<file path="src/rtl/div_pkg.sv">
// Shared parameters and state encoding for the serial restoring divider.
package div_pkg;
  localparam int DIV_N  = 16;
  localparam int DIV_KW = $clog2(DIV_N);

  typedef enum logic [1:0] {
    ST_IDLE = 2'd0,
    ST_DIV  = 2'd1,
    ST_DONE = 2'd2
  } state_t;
endpackage

</file>
<file path="src/rtl/control_div.sv">
// Divider sequencer: IDLE/DIV/DONE FSM plus the iteration counter K.
module control_div
  import div_pkg::*;
#(
  parameter int KW = DIV_KW
) (
  input  logic          clk,
  input  logic          rst,
  input  logic          i_st,
  input  logic          i_k_last,
  input  logic          i_ovf,
  output logic [KW-1:0] o_k,
  output logic          o_idle,
  output logic          o_div,
  output logic          o_done,
  output logic          o_load,
  output logic          o_ovf_load,
  output logic          o_finish
);
  state_t        r_state, w_next;
  logic [KW-1:0] r_k;

  always_ff @(posedge clk or negedge rst) begin
    if (!rst) r_state <= ST_IDLE;
    else      r_state <= w_next;
  end

  always_comb begin
    w_next = r_state;
    case (r_state)
      ST_IDLE: if (i_st) w_next = i_ovf ? ST_DONE : ST_DIV;
      ST_DIV:  if (i_k_last) w_next = ST_DONE;
      ST_DONE: w_next = ST_IDLE;
      default: w_next = ST_IDLE;
    endcase
  end

  always_comb begin
    o_idle     = (r_state == ST_IDLE);
    o_div      = (r_state == ST_DIV);
    o_done     = (r_state == ST_DONE);
    o_load     = o_idle & i_st & ~i_ovf;
    o_ovf_load = o_idle & i_st & i_ovf;
    o_finish   = o_div & i_k_last;
  end

  // K restarts on every accepted start so an aborted run never leaks a count
  always_ff @(posedge clk or negedge rst) begin
    if (!rst)                    r_k <= '0;
    else if (o_idle && i_st)     r_k <= '0;
    else if (o_div)              r_k <= r_k + 1'b1;
  end

  assign o_k = r_k;
endmodule

</file>
<file path="src/rtl/divisor_serial.sv">
// Serial restoring divider: 2N-bit dividend / N-bit divisor, one quotient bit per cycle.
module divisor_serial
  import div_pkg::*;
#(
  parameter int N = DIV_N
) (
  input  logic           clk,
  input  logic           rst,
  input  logic           St,
  input  logic [2*N-1:0] Dividendo,
  input  logic [N-1:0]   Divisor,
  output logic [N-1:0]   Quociente,
  output logic [N-1:0]   Resto,
  output logic           Idle,
  output logic           Done,
  output logic           Ovf
);
  localparam int KW = (N > 1) ? $clog2(N) : 1;

  logic [2*N:0]  r_acc;
  logic [N-1:0]  r_dvs;
  logic [N-1:0]  r_quo, r_rem;
  logic          r_ovf;

  logic [KW-1:0] w_k;
  logic          w_k_last, w_ovf, w_div;
  logic          w_load, w_ovf_load, w_finish;
  logic [2*N:0]  w_shift, w_next;
  logic [N:0]    w_hi, w_diff;
  logic          w_ge;

  // Quotient would not fit in N bits (also catches divide-by-zero)
  assign w_ovf    = (Dividendo[2*N-1:N] >= Divisor);
  assign w_k_last = (w_k == KW'(N - 1));

  control_div #(.KW(KW)) u_ctrl (
    .clk        (clk),
    .rst        (rst),
    .i_st       (St),
    .i_k_last   (w_k_last),
    .i_ovf      (w_ovf),
    .o_k        (w_k),
    .o_idle     (Idle),
    .o_div      (w_div),
    .o_done     (Done),
    .o_load     (w_load),
    .o_ovf_load (w_ovf_load),
    .o_finish   (w_finish)
  );

  assign w_shift = r_acc << 1;
  assign w_hi    = w_shift[2*N:N];
  assign w_ge    = (w_hi >= {1'b0, r_dvs});
  assign w_diff  = w_hi - {1'b0, r_dvs};
  assign w_next  = {(w_ge ? w_diff : w_hi), w_shift[N-1:1], w_ge};

  always_ff @(posedge clk or negedge rst) begin
    if (!rst) begin
      r_acc <= '0;
      r_dvs <= '0;
    end else if (w_load) begin
      r_acc <= {1'b0, Dividendo};
      r_dvs <= Divisor;
    end else if (w_div) begin
      r_acc <= w_next;
    end
  end

  // Results hold from DONE until the next accepted start
  always_ff @(posedge clk or negedge rst) begin
    if (!rst) begin
      r_quo <= '0;
      r_rem <= '0;
      r_ovf <= 1'b0;
    end else if (w_ovf_load) begin
      r_quo <= '0;
      r_rem <= '0;
      r_ovf <= 1'b1;
    end else if (w_load) begin
      r_ovf <= 1'b0;
    end else if (w_finish) begin
      r_quo <= w_next[N-1:0];
      r_rem <= w_next[2*N-1:N];
    end
  end

  assign Quociente = r_quo;
  assign Resto     = r_rem;
  assign Ovf       = r_ovf;
endmodule

</file>
<file path="config.mk">
export PLATFORM = sky130hd
export DESIGN_NAME = divisor_serial
export DESIGN_NICKNAME = d
export VERILOG_FILES = /design/src/rtl/div_pkg.sv /design/src/rtl/control_div.sv /design/src/rtl/divisor_serial.sv
export SDC_FILE = /design/constraint.sdc
export NUM_CORES = 1
export LEC_CHECK = 0
export BUFFER_PORTS_ARGS = -buffer_cell sky130_fd_sc_hd__buf_2
export CAP_MARGIN = 20
export CORE_UTILIZATION = 45
export CTS_BUF_LIST = sky130_fd_sc_hd__clkbuf_8 sky130_fd_sc_hd__clkbuf_16
export DETAILED_ROUTE_END_ITERATION = 8
export GPL_ROUTABILITY_DRIVEN = 0
export PLACE_DENSITY = 0.67
export SKIP_CTS_REPAIR_TIMING = 1
export SYNTH_ARGS = -nofsm -noshare
export SYNTH_HDL_FRONTEND = slang
export SYNTH_HIERARCHICAL = 1
export SYNTH_SLANG_ARGS = --single-unit
export TNS_END_PERCENT = 50
</file>
<file path="constraint.sdc">
create_clock -name clk -period 5.6 [get_ports clk]
set_input_delay 1.12 -clock clk [delete_from_list [all_inputs] [get_ports clk]]
set_output_delay 1.12 -clock clk [all_outputs]
set_load 0.02 [all_outputs]
</file>
==> flow_summary.ini <==
[cells_and_area]
final.fill_count = 950
syn_to_final_growth_pct = 14.6
antenna-diode-count = 0
num-nets-final = 684
drive_gt1_share_pct = 19.5

[worst_setup_path]
critical_path.top_delay_family = simple AND/OR/NAND/NOR gates
critPathLaunch = Dividendo[16]
worstPathMaxFanout = 29
critical_path_data_arrival_time_ps = 4310
start_kind = input pin
crit_required_ps = 5820
crit_top_cell = sky130_fd_sc_hd__o21ai_0
timing.critical_path.cells = buf_2, inv_1, ha_1, nand2b_1, a21oi_1, nor2b_1, o21ai_0, nand2b_1, a211oi_1, o21ai_0, nor2_4, inv_1, nand3b_1, o21ai_0
cp-end-kind = flop
worst_r2r_startpoint = r_acc[19]
timing_worst_setup_path_type = in2reg
cpMaxStageDelayCell = sky130_fd_sc_hd__nand3b_1
crit_path_max_incr_delay_ps = 670
crit_buf_inv = 3

[yosys]
synth_ff_type = sky130_fd_sc_hd__dfrtp_1
synth_seq_area_share_pct = 43.9
synth.top_cells.by_count = sky130_fd_sc_hd__dfrtp_1, sky130_fd_sc_hd__o21ai_0, sky130_fd_sc_hd__nand2_1, sky130_fd_sc_hd__inv_1, sky130_fd_sc_hd__a21oi_1
synth-compound-area-share_pct = 20.6
synth.most_common_cell = sky130_fd_sc_hd__dfrtp_1
yosys.area.top_type = sky130_fd_sc_hd__dfrtp_1
syn_nets = 608
synthTopCellsByArea = sky130_fd_sc_hd__dfrtp_1, sky130_fd_sc_hd__ha_1, sky130_fd_sc_hd__o21ai_0, sky130_fd_sc_hd__mux2i_1, sky130_fd_sc_hd__nand2_1
syn_area_per_cell_sq_um = 9.49
synth_cell_types = 53
synth_mux_area_share_pct = 6.98
synth_warnings = 6
synth_area_sq_um = 4960
postSynthRegisterBits = 87
synth_xor_xnor_area_share_pct = 1.94
syn-instance-count = 523
dominant_combinational_cell_family_by_area_after_synthesis = compound AO/OA/AOI/OAI gates
yosys.area.top_type_share_pct = 43.9
count_of_flip_flops_with_a_built_in_enable_after_synthesis = 0
synth_fa_ha_area_share_pct = 8.72
synth_simple_gate_area_share_pct = 12.5
postSynth.asyncResetShare_pct = 100

[clocking]
cts_max_path_buffers = 2
clkTransAtPathRegs_ps = 90
ctsRootBufferMaster = sky130_fd_sc_hd__clkbuf_8
cts_tree = yes
htree_num_levels = 3
numClockSinks = 87
tritoncts.num_buffers = 9
worst_skew_pair.late_latency_ps = 380

[routing]
firstDrtPassIters = 5
antenna_violating_nets_post_route = 0
remaining_drc_errors = 0
drt-total-wl_um = 11800
initialDrtViolationCount = 247
dr_total_vias = 4093
wire_per_inst_um = 16.0
routed_via_density = 5.53

[timing]
relSlewSlack_pct = 45.6
setup_tns_ps = 0
finalHoldViolCount = 0
report.final.setup_viol = 0
unrepaired_setup_endpoints_after_global_routing = false
maxSlewViolCount = 0
period_minus_slack_ps = 4090
fmax_mhz = 244
actual_transition_at_the_worst_max_transition_pin_ps = 813
fin_skew_ps = 18.6
layout_worst_path_cycle_share_pct = 73.1

[min_path]
min-delay-path-class = reg2reg
hold_path.startpoint = Resto[13]

[grt]
antenna_violations_before_repair = 0
first_pass_grt_wire_length_um = 19100
grt-ovfl-total = 0
first_global_vias = 3863
groute.usage.overall_pct = 21.6
pin_count_of_the_biggest_net_entering_global_routing = 70

[power_and_ir_drop]
p_leak_nw = 2.83
fin_total_pwr_w = 0.00333
power.density_nw_per_um2 = 586
vdd_ir_drop_max_mv = 0.269

[floorplan]
die_height_um = 107
io_pins = 86
die_width_um = 107
die-area_sq_um = 11500
start_util_pct = 47.2
core_region_area_sq_um = 10500
std_cell_rows = 37

[placement]
dp_hpwl_um = 8510
portBuffers = 85

[run]
drv.max_cap_violation_count = 0

[status]
status = complete, no violations
routing by layer:
| metal | GRT usage, % | vias to the layer above | part of all wire [%] |
|---|---|---|---|
| met5 | 0 | - | 0 |
| met4 | 7.73 | 0 | 1.8 |
| met3 | 3.95 | 16 | 4.8 |
| met2 | 33.1 | 113 | 46 |
| met1 | 30.6 | 1964 | 47 |
| li1 | - | 2000 | - |
worst paths after layout:
check | cells past startpoint | endpoint | slack, ps
worst max-delay path | 14 | Resto[2] | 1510
worst min-delay path | 2 | Resto[13] | 490
worst max register to register | 9 | r_acc[16] | 2490
worst min register to register | 2 | Resto[13] | 490
max in group asynchronous | 2 | r_dvs[15] | 3880
min in group asynchronous | 1 | u_ctrl/r_state[0] | 710
report_power, final:
| group | switching [W] | internal (W) | total [W] |
|---|---|---|---|
| Clock | 0.000254 | 0.000167 | 0.000420 |
| Combinational | 0.00111 | 0.000822 | 0.00193 |
| Sequential | 0.000143 | 0.000837 | 0.000980 |
worst min-delay path: stages (launching register included):
cell,delay [ps]
sky130_fd_sc_hd__dfrtp_1,350
sky130_fd_sc_hd__nand2_1,50
sky130_fd_sc_hd__o21ai_0,60
sequential cells by signal, summed over array words and instances, names as in the netlist:
signal,cells
Quociente,16
Ovf,1
Resto,16
u_ctrl/r_state,2
r_dvs,16
u_ctrl/o_k,4
r_acc,32
through the flow:
stage / hold WS, ps / util (%) / instance area, sq um / cells / worst slack (ps)
2_1_floorplan: 484 / - / 4960 / 523 / 2040
3_3_place_gp: 459 / 52.4 / 5510 / 724 / 1280
3_5_place_dp: 473 / 52.4 / 5510 / 724 / 1150
4_1_cts: 496 / 54.1 / 5690 / 740 / 1550
5_1_grt: 519 / 54.1 / 5690 / 740 / 1040
6_report: 486 / 54.1 / 5690 / 740 / 1510
cells in the final DEF (no fill, tap or decap), types with 4 or more instances in the layout:
| cell type | instances |
|---|---|
| sky130_fd_sc_hd__dfrtp_1 | 87 |
| sky130_fd_sc_hd__nand3_1 | 6 |
| sky130_fd_sc_hd__nand4_1 | 4 |
| sky130_fd_sc_hd__a211oi_1 | 4 |
| sky130_fd_sc_hd__nor3b_1 | 17 |
| sky130_fd_sc_hd__o21ai_0 | 69 |
| sky130_fd_sc_hd__buf_4 | 8 |
| sky130_fd_sc_hd__nor2b_1 | 5 |
| sky130_fd_sc_hd__o211ai_1 | 4 |
| sky130_fd_sc_hd__o21a_1 | 4 |
| sky130_fd_sc_hd__o21ai_1 | 5 |
| sky130_fd_sc_hd__a22o_1 | 17 |
| sky130_fd_sc_hd__buf_2 | 84 |
| sky130_fd_sc_hd__clkbuf_8 | 9 |
| sky130_fd_sc_hd__inv_6 | 4 |
| sky130_fd_sc_hd__xnor2_1 | 8 |
| sky130_fd_sc_hd__inv_1 | 41 |
| sky130_fd_sc_hd__a21o_1 | 10 |
| sky130_fd_sc_hd__nor2_1 | 16 |
| sky130_fd_sc_hd__mux2i_1 | 29 |
| sky130_fd_sc_hd__nand2_1 | 62 |
| sky130_fd_sc_hd__ha_1 | 33 |
| sky130_fd_sc_hd__a21oi_1 | 34 |
layout make-up:
class	count	area, sq um	area share, %
Clock buffer	9	124	2.18
Clock inverter	7	55.1	0.968
Multi-Input combinational cell	369	2530	44.5
Timing Repair Buffer	92	480	8.45
Tap cell	136	170	2.99
Inverter	40	150	2.64
Sequential cell	87	2180	38.3
kinds of logic (layout without fill, tap and decap cells):
| family | Yosys count | count (layout) |
|---|---|---|
| xor gates and xnor gates | 11 | 11 |
| adders and majority gates | 34 | 34 |
| and+or+nand+nor | 126 | 126 |
| DFF | 87 | 87 |
| muxes | 33 | 33 |
| AOI/OAI and AO/OA | 165 | 165 |
| buffers and inverters | 67 | 148 |
Power figures use the tool's default switching activity.
